===== config.mk =====
export PLATFORM = sky130hd
export DESIGN_NAME = slot_game_controller_flat
export DESIGN_NICKNAME = d
export VERILOG_FILES = /design/src/rtl/slot_game_controller_if.sv /design/src/rtl/slot_game_controller.sv /design/src/flat_wrapper.sv
export SDC_FILE = /design/constraint.sdc
export NUM_CORES = 1
export LEC_CHECK = 0
export ABC_AREA = 1
export ABC_CLOCK_PERIOD_IN_PS = 3500
export BUFFER_PORTS_ARGS = -buffer_cell sky130_fd_sc_hd__buf_2
export CORE_MARGIN = 2
export CORE_UTILIZATION = 53
export DETAILED_ROUTE_END_ITERATION = 8
export PLACE_DENSITY = 0.75
export SYNTH_ARGS = -nofsm -noshare
export SYNTH_HDL_FRONTEND = slang
export SYNTH_SLANG_ARGS = --single-unit
export TNS_END_PERCENT = 1

===== constraint.sdc =====
create_clock -name clk -period 3.5 [get_ports clk]
set_input_delay 0.7 -clock clk [delete_from_list [all_inputs] [get_ports clk]]
set_output_delay 0.7 -clock clk [all_outputs]
set_load 0.03 [all_outputs]

===== src/rtl/slot_game_controller_if.sv =====
// -----------------------------------------------------------------------------
// slot_game_controller_if
// Groups the player inputs, reel values and game outputs of the slot game
// controller into a single bundle.
//
// Signals:
//   coin_in    : one-cycle pulse, adds a coin's worth of credits
//   start      : one-cycle pulse, requests a spin
//   rng1..rng3 : 3-bit reel values from the RNG
//   spin_req   : drives the RNG button_press input
//   busy       : high whenever the controller is not idle
//   credits    : current credit balance
//   win_valid  : one-cycle pulse when a spin result is final
//   win_amount : payout of the last spin (held)
//   win_class  : outcome of the last spin, 0 none / 1 pair / 2 triple / 3 jackpot
//   reject     : one-cycle pulse when a start is refused for lack of credits
//
// Modports:
//   master : player/RNG side, drives inputs and observes results
//   slave  : controller side
// -----------------------------------------------------------------------------
interface slot_game_controller_if #(
    parameter int CREDIT_W = 16
) ();
    logic                coin_in;
    logic                start;
    logic [2:0]          rng1;
    logic [2:0]          rng2;
    logic [2:0]          rng3;
    logic                spin_req;
    logic                busy;
    logic [CREDIT_W-1:0] credits;
    logic                win_valid;
    logic [CREDIT_W-1:0] win_amount;
    logic [1:0]          win_class;
    logic                reject;

    modport master (
        output coin_in, start, rng1, rng2, rng3,
        input  spin_req, busy, credits, win_valid, win_amount, win_class, reject
    );

    modport slave (
        input  coin_in, start, rng1, rng2, rng3,
        output spin_req, busy, credits, win_valid, win_amount, win_class, reject
    );
endinterface


===== src/rtl/slot_game_controller.sv =====
// -----------------------------------------------------------------------------
// slot_game_controller
// Game-side consumer of the three reel values from the RNG. Keeps a saturating
// credit balance, charges a bet per accepted spin, holds spin_req high for a
// fixed window, waits for the reels to settle, samples and classifies them and
// credits the payout.
//
// Ports:
//   clk   : system clock, all state updates on the rising edge
//   reset : synchronous active-high reset
//   bus   : slot_game_controller_if.slave (player inputs, reels, results)
//
// All outputs are registered. Credit arithmetic is unsigned and saturates at
// the all-ones value of CREDIT_W bits.
// -----------------------------------------------------------------------------
module slot_game_controller #(
    parameter int CREDIT_W      = 16,
    parameter int COIN_VALUE    = 25,
    parameter int BET           = 10,
    parameter int SPIN_CYCLES   = 50,
    parameter int SETTLE_CYCLES = 2,
    parameter int PAY_PAIR      = 50,
    parameter int PAY_TRIPLE    = 500,
    parameter int PAY_JACKPOT   = 5000
) (
    input  logic                    clk,
    input  logic                    reset,
    slot_game_controller_if.slave   bus
);

    typedef enum logic [2:0] {
        ST_IDLE   = 3'd0,
        ST_SPIN   = 3'd1,
        ST_SETTLE = 3'd2,
        ST_EVAL   = 3'd3,
        ST_PAYOUT = 3'd4
    } state_t;

    // The shared counter only ever reaches (longest window - 1).
    localparam int CNT_MAX = (SPIN_CYCLES > SETTLE_CYCLES) ? SPIN_CYCLES : SETTLE_CYCLES;
    localparam int CNT_W   = (CNT_MAX > 1) ? $clog2(CNT_MAX) : 1;
    // Two guard bits: balance + coin + payout never exceeds 3x the credit range.
    localparam int EXT_W   = CREDIT_W + 2;

    localparam logic [CREDIT_W-1:0] CREDIT_MAX = {CREDIT_W{1'b1}};

    // Outcome classification of three reel values.
    function automatic logic [1:0] classify(input logic [2:0] a,
                                            input logic [2:0] b,
                                            input logic [2:0] c);
        logic [1:0] cls;
        cls = 2'd0;
        if ((a == b) && (b == c)) begin
            if (a == 3'b111) begin
                cls = 2'd3;
            end else begin
                cls = 2'd2;
            end
        end else if ((a == b) || (b == c) || (a == c)) begin
            cls = 2'd1;
        end else begin
            cls = 2'd0;
        end
        return cls;
    endfunction

    // Payout value for an outcome class.
    function automatic logic [CREDIT_W-1:0] payout_of(input logic [1:0] cls);
        logic [CREDIT_W-1:0] amt;
        case (cls)
            2'd1:    amt = CREDIT_W'(PAY_PAIR);
            2'd2:    amt = CREDIT_W'(PAY_TRIPLE);
            2'd3:    amt = CREDIT_W'(PAY_JACKPOT);
            default: amt = {CREDIT_W{1'b0}};
        endcase
        return amt;
    endfunction

    // Clamp an extended-width credit result into the credit range.
    function automatic logic [CREDIT_W-1:0] sat_credit(input logic [EXT_W-1:0] v);
        logic [CREDIT_W-1:0] r;
        if (v > {2'b00, CREDIT_MAX}) begin
            r = CREDIT_MAX;
        end else begin
            r = v[CREDIT_W-1:0];
        end
        return r;
    endfunction

    state_t              state_q,      state_d;
    logic [CNT_W-1:0]    cnt_q,        cnt_d;
    logic [CREDIT_W-1:0] credits_q,    credits_d;
    logic                spin_req_q,   spin_req_d;
    logic                win_valid_q,  win_valid_d;
    logic [CREDIT_W-1:0] win_amount_q, win_amount_d;
    logic [1:0]          win_class_q,  win_class_d;
    logic                reject_q,     reject_d;
    logic [1:0]          eval_class_q, eval_class_d;

    logic [EXT_W-1:0]    coin_add_s;
    logic [EXT_W-1:0]    pay_add_s;
    logic [EXT_W-1:0]    bet_sub_s;

    // Next-state, output and credit computation.
    always_comb begin
        state_d      = state_q;
        cnt_d        = cnt_q;
        spin_req_d   = spin_req_q;
        win_valid_d  = 1'b0;
        reject_d     = 1'b0;
        win_amount_d = win_amount_q;
        win_class_d  = win_class_q;
        eval_class_d = eval_class_q;
        pay_add_s    = {EXT_W{1'b0}};
        bet_sub_s    = {EXT_W{1'b0}};

        // Coins are accepted in every state.
        if (bus.coin_in) begin
            coin_add_s = EXT_W'(COIN_VALUE);
        end else begin
            coin_add_s = {EXT_W{1'b0}};
        end

        case (state_q)
            ST_IDLE: begin
                spin_req_d = 1'b0;
                if (bus.start) begin
                    // Affordability uses the balance before this cycle's coin.
                    if (credits_q >= CREDIT_W'(BET)) begin
                        bet_sub_s  = EXT_W'(BET);
                        state_d    = ST_SPIN;
                        cnt_d      = {CNT_W{1'b0}};
                        spin_req_d = 1'b1;
                    end else begin
                        reject_d = 1'b1;
                    end
                end else begin
                    state_d = ST_IDLE;
                end
            end

            ST_SPIN: begin
                // spin_req was raised on entry, so drop it after SPIN_CYCLES cycles.
                if (cnt_q == CNT_W'(SPIN_CYCLES - 1)) begin
                    state_d    = ST_SETTLE;
                    cnt_d      = {CNT_W{1'b0}};
                    spin_req_d = 1'b0;
                end else begin
                    cnt_d      = cnt_q + CNT_W'(1);
                    spin_req_d = 1'b1;
                end
            end

            ST_SETTLE: begin
                spin_req_d = 1'b0;
                if (cnt_q == CNT_W'(SETTLE_CYCLES - 1)) begin
                    state_d = ST_EVAL;
                    cnt_d   = {CNT_W{1'b0}};
                end else begin
                    cnt_d = cnt_q + CNT_W'(1);
                end
            end

            ST_EVAL: begin
                // Only place where the reel inputs are looked at.
                eval_class_d = classify(bus.rng1, bus.rng2, bus.rng3);
                state_d      = ST_PAYOUT;
            end

            ST_PAYOUT: begin
                pay_add_s    = {2'b00, payout_of(eval_class_q)};
                win_amount_d = payout_of(eval_class_q);
                win_class_d  = eval_class_q;
                win_valid_d  = 1'b1;
                state_d      = ST_IDLE;
            end

            default: begin
                state_d    = ST_IDLE;
                cnt_d      = {CNT_W{1'b0}};
                spin_req_d = 1'b0;
            end
        endcase

        // Bet is only subtracted when credits_q >= BET, so no underflow.
        credits_d = sat_credit({2'b00, credits_q} + coin_add_s + pay_add_s - bet_sub_s);
    end

    // State and output registers with synchronous reset.
    always_ff @(posedge clk) begin
        if (reset) begin
            state_q      <= ST_IDLE;
            cnt_q        <= {CNT_W{1'b0}};
            credits_q    <= {CREDIT_W{1'b0}};
            spin_req_q   <= 1'b0;
            win_valid_q  <= 1'b0;
            win_amount_q <= {CREDIT_W{1'b0}};
            win_class_q  <= 2'd0;
            reject_q     <= 1'b0;
            eval_class_q <= 2'd0;
        end else begin
            state_q      <= state_d;
            cnt_q        <= cnt_d;
            credits_q    <= credits_d;
            spin_req_q   <= spin_req_d;
            win_valid_q  <= win_valid_d;
            win_amount_q <= win_amount_d;
            win_class_q  <= win_class_d;
            reject_q     <= reject_d;
            eval_class_q <= eval_class_d;
        end
    end

    assign bus.spin_req   = spin_req_q;
    assign bus.busy       = (state_q != ST_IDLE);
    assign bus.credits    = credits_q;
    assign bus.win_valid  = win_valid_q;
    assign bus.win_amount = win_amount_q;
    assign bus.win_class  = win_class_q;
    assign bus.reject     = reject_q;

endmodule

===== src/flat_wrapper.sv =====
// flat-port wrapper written by rule: the top's interface ports become plain ports
module slot_game_controller_flat 
#(
    parameter int CREDIT_W      = 16,
    parameter int COIN_VALUE    = 25,
    parameter int BET           = 10,
    parameter int SPIN_CYCLES   = 50,
    parameter int SETTLE_CYCLES = 2,
    parameter int PAY_PAIR      = 50,
    parameter int PAY_TRIPLE    = 500,
    parameter int PAY_JACKPOT   = 5000
)
  (clk, reset, bus_coin_in, bus_start, bus_rng1, bus_rng2, bus_rng3, bus_spin_req, bus_busy, bus_credits, bus_win_valid, bus_win_amount, bus_win_class, bus_reject);
  slot_game_controller_if #(.CREDIT_W(CREDIT_W)) bus_i ();
  input  logic clk;
  input  logic reset;
  input wire logic [$bits(bus_i.coin_in)-1:0] bus_coin_in;
  input wire logic [$bits(bus_i.start)-1:0] bus_start;
  input wire logic [$bits(bus_i.rng1)-1:0] bus_rng1;
  input wire logic [$bits(bus_i.rng2)-1:0] bus_rng2;
  input wire logic [$bits(bus_i.rng3)-1:0] bus_rng3;
  output wire logic [$bits(bus_i.spin_req)-1:0] bus_spin_req;
  output wire logic [$bits(bus_i.busy)-1:0] bus_busy;
  output wire logic [$bits(bus_i.credits)-1:0] bus_credits;
  output wire logic [$bits(bus_i.win_valid)-1:0] bus_win_valid;
  output wire logic [$bits(bus_i.win_amount)-1:0] bus_win_amount;
  output wire logic [$bits(bus_i.win_class)-1:0] bus_win_class;
  output wire logic [$bits(bus_i.reject)-1:0] bus_reject;
  assign bus_i.coin_in = bus_coin_in;
  assign bus_i.start = bus_start;
  assign bus_i.rng1 = bus_rng1;
  assign bus_i.rng2 = bus_rng2;
  assign bus_i.rng3 = bus_rng3;
  assign bus_spin_req = bus_i.spin_req;
  assign bus_busy = bus_i.busy;
  assign bus_credits = bus_i.credits;
  assign bus_win_valid = bus_i.win_valid;
  assign bus_win_amount = bus_i.win_amount;
  assign bus_win_class = bus_i.win_class;
  assign bus_reject = bus_i.reject;
  slot_game_controller #(.CREDIT_W(CREDIT_W), .COIN_VALUE(COIN_VALUE), .BET(BET), .SPIN_CYCLES(SPIN_CYCLES), .SETTLE_CYCLES(SETTLE_CYCLES), .PAY_PAIR(PAY_PAIR), .PAY_TRIPLE(PAY_TRIPLE), .PAY_JACKPOT(PAY_JACKPOT)) u_core (.clk(clk), .reset(reset), .bus(bus_i));
endmodule

==> summary.md <==
| Metric | Value |
|---|---|
| Critical path type | `in2reg` |
| Antenna Cells | `0` |
| Seq/Total Area, Yosys | `0.2104` |
| Synth area leaders | `dfxtp_1, nand2_1, ha_1, inv_1, nand3_1` |
| CTS clk-pin slew, worst paths | `around 0.080 ns` |
| Top FF cell, synth | `dfxtp_1` |
| CTS Root Buffer Type | `clkbuf_8` |
| Initial antenna violation count | `0` |
| Cell Area, Synth | `3521 um^2` |
| Tmin final | `approximately 3.5 ns` |
| Arrival time worst endpoint | `3.66 ns` |
| Final-report setup violation count | `0` |
| Layout net count | `671` |
| Buffers on Ports | `44` |
| Most frequent cells in the layout | `nand2_1, inv_1, buf_2` |
| Async SR Flop Fraction | `0` |
| Global-route wire length before repair | `roughly 14000 um` |
| Grt total ovfl | `0` |
| CTS Hold Buffers Added | `0` |
| Vias in the first global route | `3230` |
| Slew Limit Fails | `0` |
| Clock Skew | `0.01267 ns` |
| DR vias/cell | `around 5.2` |
| Req. time, crit path | `3.68 ns` |
| Cts bufs inserted | `5` |
| H-tree levels | `2` |
| RSZ-0062 raised after global routing | `true` |
| Non-filler cells, final | `700` |
| CTS Buffer Depth | `2` |
| Later-pin clock latency in the skew report | `0.29 ns` |
| Synthesis Warnings | `0` |
| Slew HR | `0.5988` |
| Clock sinks | `37` |
| Initial core utilization | `0.5513` |
| Drt wl/cell | `13.51 um` |
| Drt initial violations | `237` |
| Routed wire length | `roughly 9500 um` |
| Die Wd | `about 86 um` |
| Mean post-synth cell area | `6.544 um^2` |
| Final Cycle Share | `0.9939` |
| Post-synth EDFFs | `0` |
| Commonest non-fill, non-tap cell in the layout | `nand2_1` |
| Total GRT Usage | `0.2355` |
| Final hold violations | `0` |
| Drt first pass iters | `5` |
| Largest net degree at the start of global routing | `21` |
| CTS tree | `built` |
| Core Region | `6386 um^2` |
| Gpl congestion | `between 0.9 and 1` |
| Status | `finished, final reports clean` |
| Hold Path Class | `reg2reg` |
| Placed Cells incl. Taps | `~690` |
| Rows | `29` |
| Max cap viols | `0` |
| Critical Path Start Type | `input port` |
| Synth-to-layout area growth | `22.28%` |
| Fillers | `between 500 and 600` |
| Via count | `3605` |
| DR DRC count | `0` |
| Crit end category | `register` |
| CP max FO | `8` |
| Top-area cell type share of the netlist area | `0.2104` |
| Worst slew pin tran | `0.5972 ns` |
| Die height | `approximately 86 um` |
| Share of layout cells above drive strength 1 | `0.2616` |
| Number of synthesized register bits | `37` |
| Io pins | `51` |
| Synth Instances | `roughly 540` |
| Detail Route Antenna Nets | `0` |
| Synth unique cells | `39` |
| Die Area | `7311 um^2` |
| Area leader, netlist | `dfxtp_1` |
| Post-DP HPWL | `6819 um` |
| Max Clk Rate | `approximately 290 MHz` |
[synth_stat cells (2+ instances only)]
cell type	instances
and3_1	2
nor3_1	4
fa_1	3
inv_1	105
ha_1	33
nand2_1	145
nand3b_1	2
nor2_2	3
nand3_1	34
nand4_1	8
nand3_2	11
xnor2_1	17
a21oi_1	24
a21oi_2	2
inv_2	8
nand2_4	3
nor2_1	32
nand2_2	15
o21ai_0	7
nor2_4	2
dfxtp_1	37
xor2_1	12
buf_4	11
clkbuf_1	2
buf_12	2
[layout make-up]
type                            count  area [um^2]  area share
Multi-Input combinational cell    377         2414      0.5606
Sequential cell                    37        740.7      0.1720
Inverter                          115        432.9      0.1006
Tap cell                           77        96.34     0.02238
Clock buffer                        5        68.82     0.01598
Clock inverter                      3        17.52    0.004069
Timing Repair Buffer               86        535.5      0.1244
[final timing paths]
| path | slack [ns] | to | cells past startpoint | startpoint |
|---|---|---|---|---|
| max | 0.02 | u_core.bus.credits[4]$_SDFF_PP0_ | 21 | bus_coin_in |
| min | 0.47 | u_core.bus.win_amount[1]$_SDFFE_PP0P_ | 2 | u_core.bus.win_amount[1]$_SDFFE_PP0P_ |
| max reg2reg | 0.27 | u_core.bus.credits[4]$_SDFF_PP0_ | 20 | u_core.bus.credits[0]$_SDFF_PP0_ |
| min reg2reg | 0.47 | u_core.bus.win_amount[1]$_SDFFE_PP0P_ | 2 | u_core.bus.win_amount[1]$_SDFFE_PP0P_ |
[stage by stage]
stage / cell area (um^2) / setup WS (ns) / util / TNS (ns) / hold slack, ns
finish: 4305 / 0.02123 / 0.6742 / 0 / 0.4742
global route: 4305 / -0.2206 / 0.6742 / -2.737 / 0.4957
CTS: 4101 / 0.006872 / 0.6422 / 0 / 0.4775
detailed placement: 4015 / -0.1937 / 0.6287 / -2.812 / 0.4605
global placement: 4015 / -0.1747 / 0.6287 / -2.439 / 0.4533
floorplan: 3540 / 0.2315 / - / 0 / 0.4676
[flip-flops by register name (all words and copies together), names as in the netlist]
signal / count
u_core.bus.credits: 16
u_core.bus.reject: 1
u_core.bus.spin_req: 1
u_core.bus.win_amount: 5
u_core.bus.win_class: 2
u_core.bus.win_valid: 1
u_core.cnt_q: 6
u_core.eval_class_q: 2
u_core.state_q: 3
[kinds of logic after synthesis]
logic type,share of synthesized area
AND/OR/NAND/NOR,0.3571
flip-flops,0.2104
AO/OA/AOI/OAI,0.06184
adder cells (fa/ha/maj),0.1343
other,0.001065
XOR/XNOR,0.07214
buffers and inverters,0.1631
[worst max-delay path, cell delays in order]
cell and delay, ns:
buf_2 0.15, ha_2 0.20, nand3_1 0.13, nor2_2 0.15, nand2_1 0.10, nand2_2 0.12
buf_4 0.12, nand4_1 0.12, xor2_1 0.29, inv_1 0.08, ha_1 0.39, nand2_1 0.14
nor2_2 0.18, and2_1 0.17, nand2_2 0.09, nand2_2 0.09, nand2_4 0.10, nand2_8 0.12
nand3_1 0.09, nand2_1 0.07, inv_1 0.05
[metal layers]
layer | share of wire | GRT usage | wire, um | vias up
met1 | 0.43 | 0.3079 | 4092 | 1663
li1 | - | - | - | 1809
met2 | 0.49 | 0.4105 | 4675 | 117
met4 | 0.018 | 0.05483 | 173 | 0
met3 | 0.054 | 0.03465 | 515 | 16
met5 | 0 | 0 | 0 | -
[what timing repair did]
item,CTS,global route
endpoints found under the setup margin,0,16
resized for setup,0,28
setup buffers,0,2
Power is not shown: default switching activity piles up to over one toggle a cycle in this logic, so the estimate is an artifact.
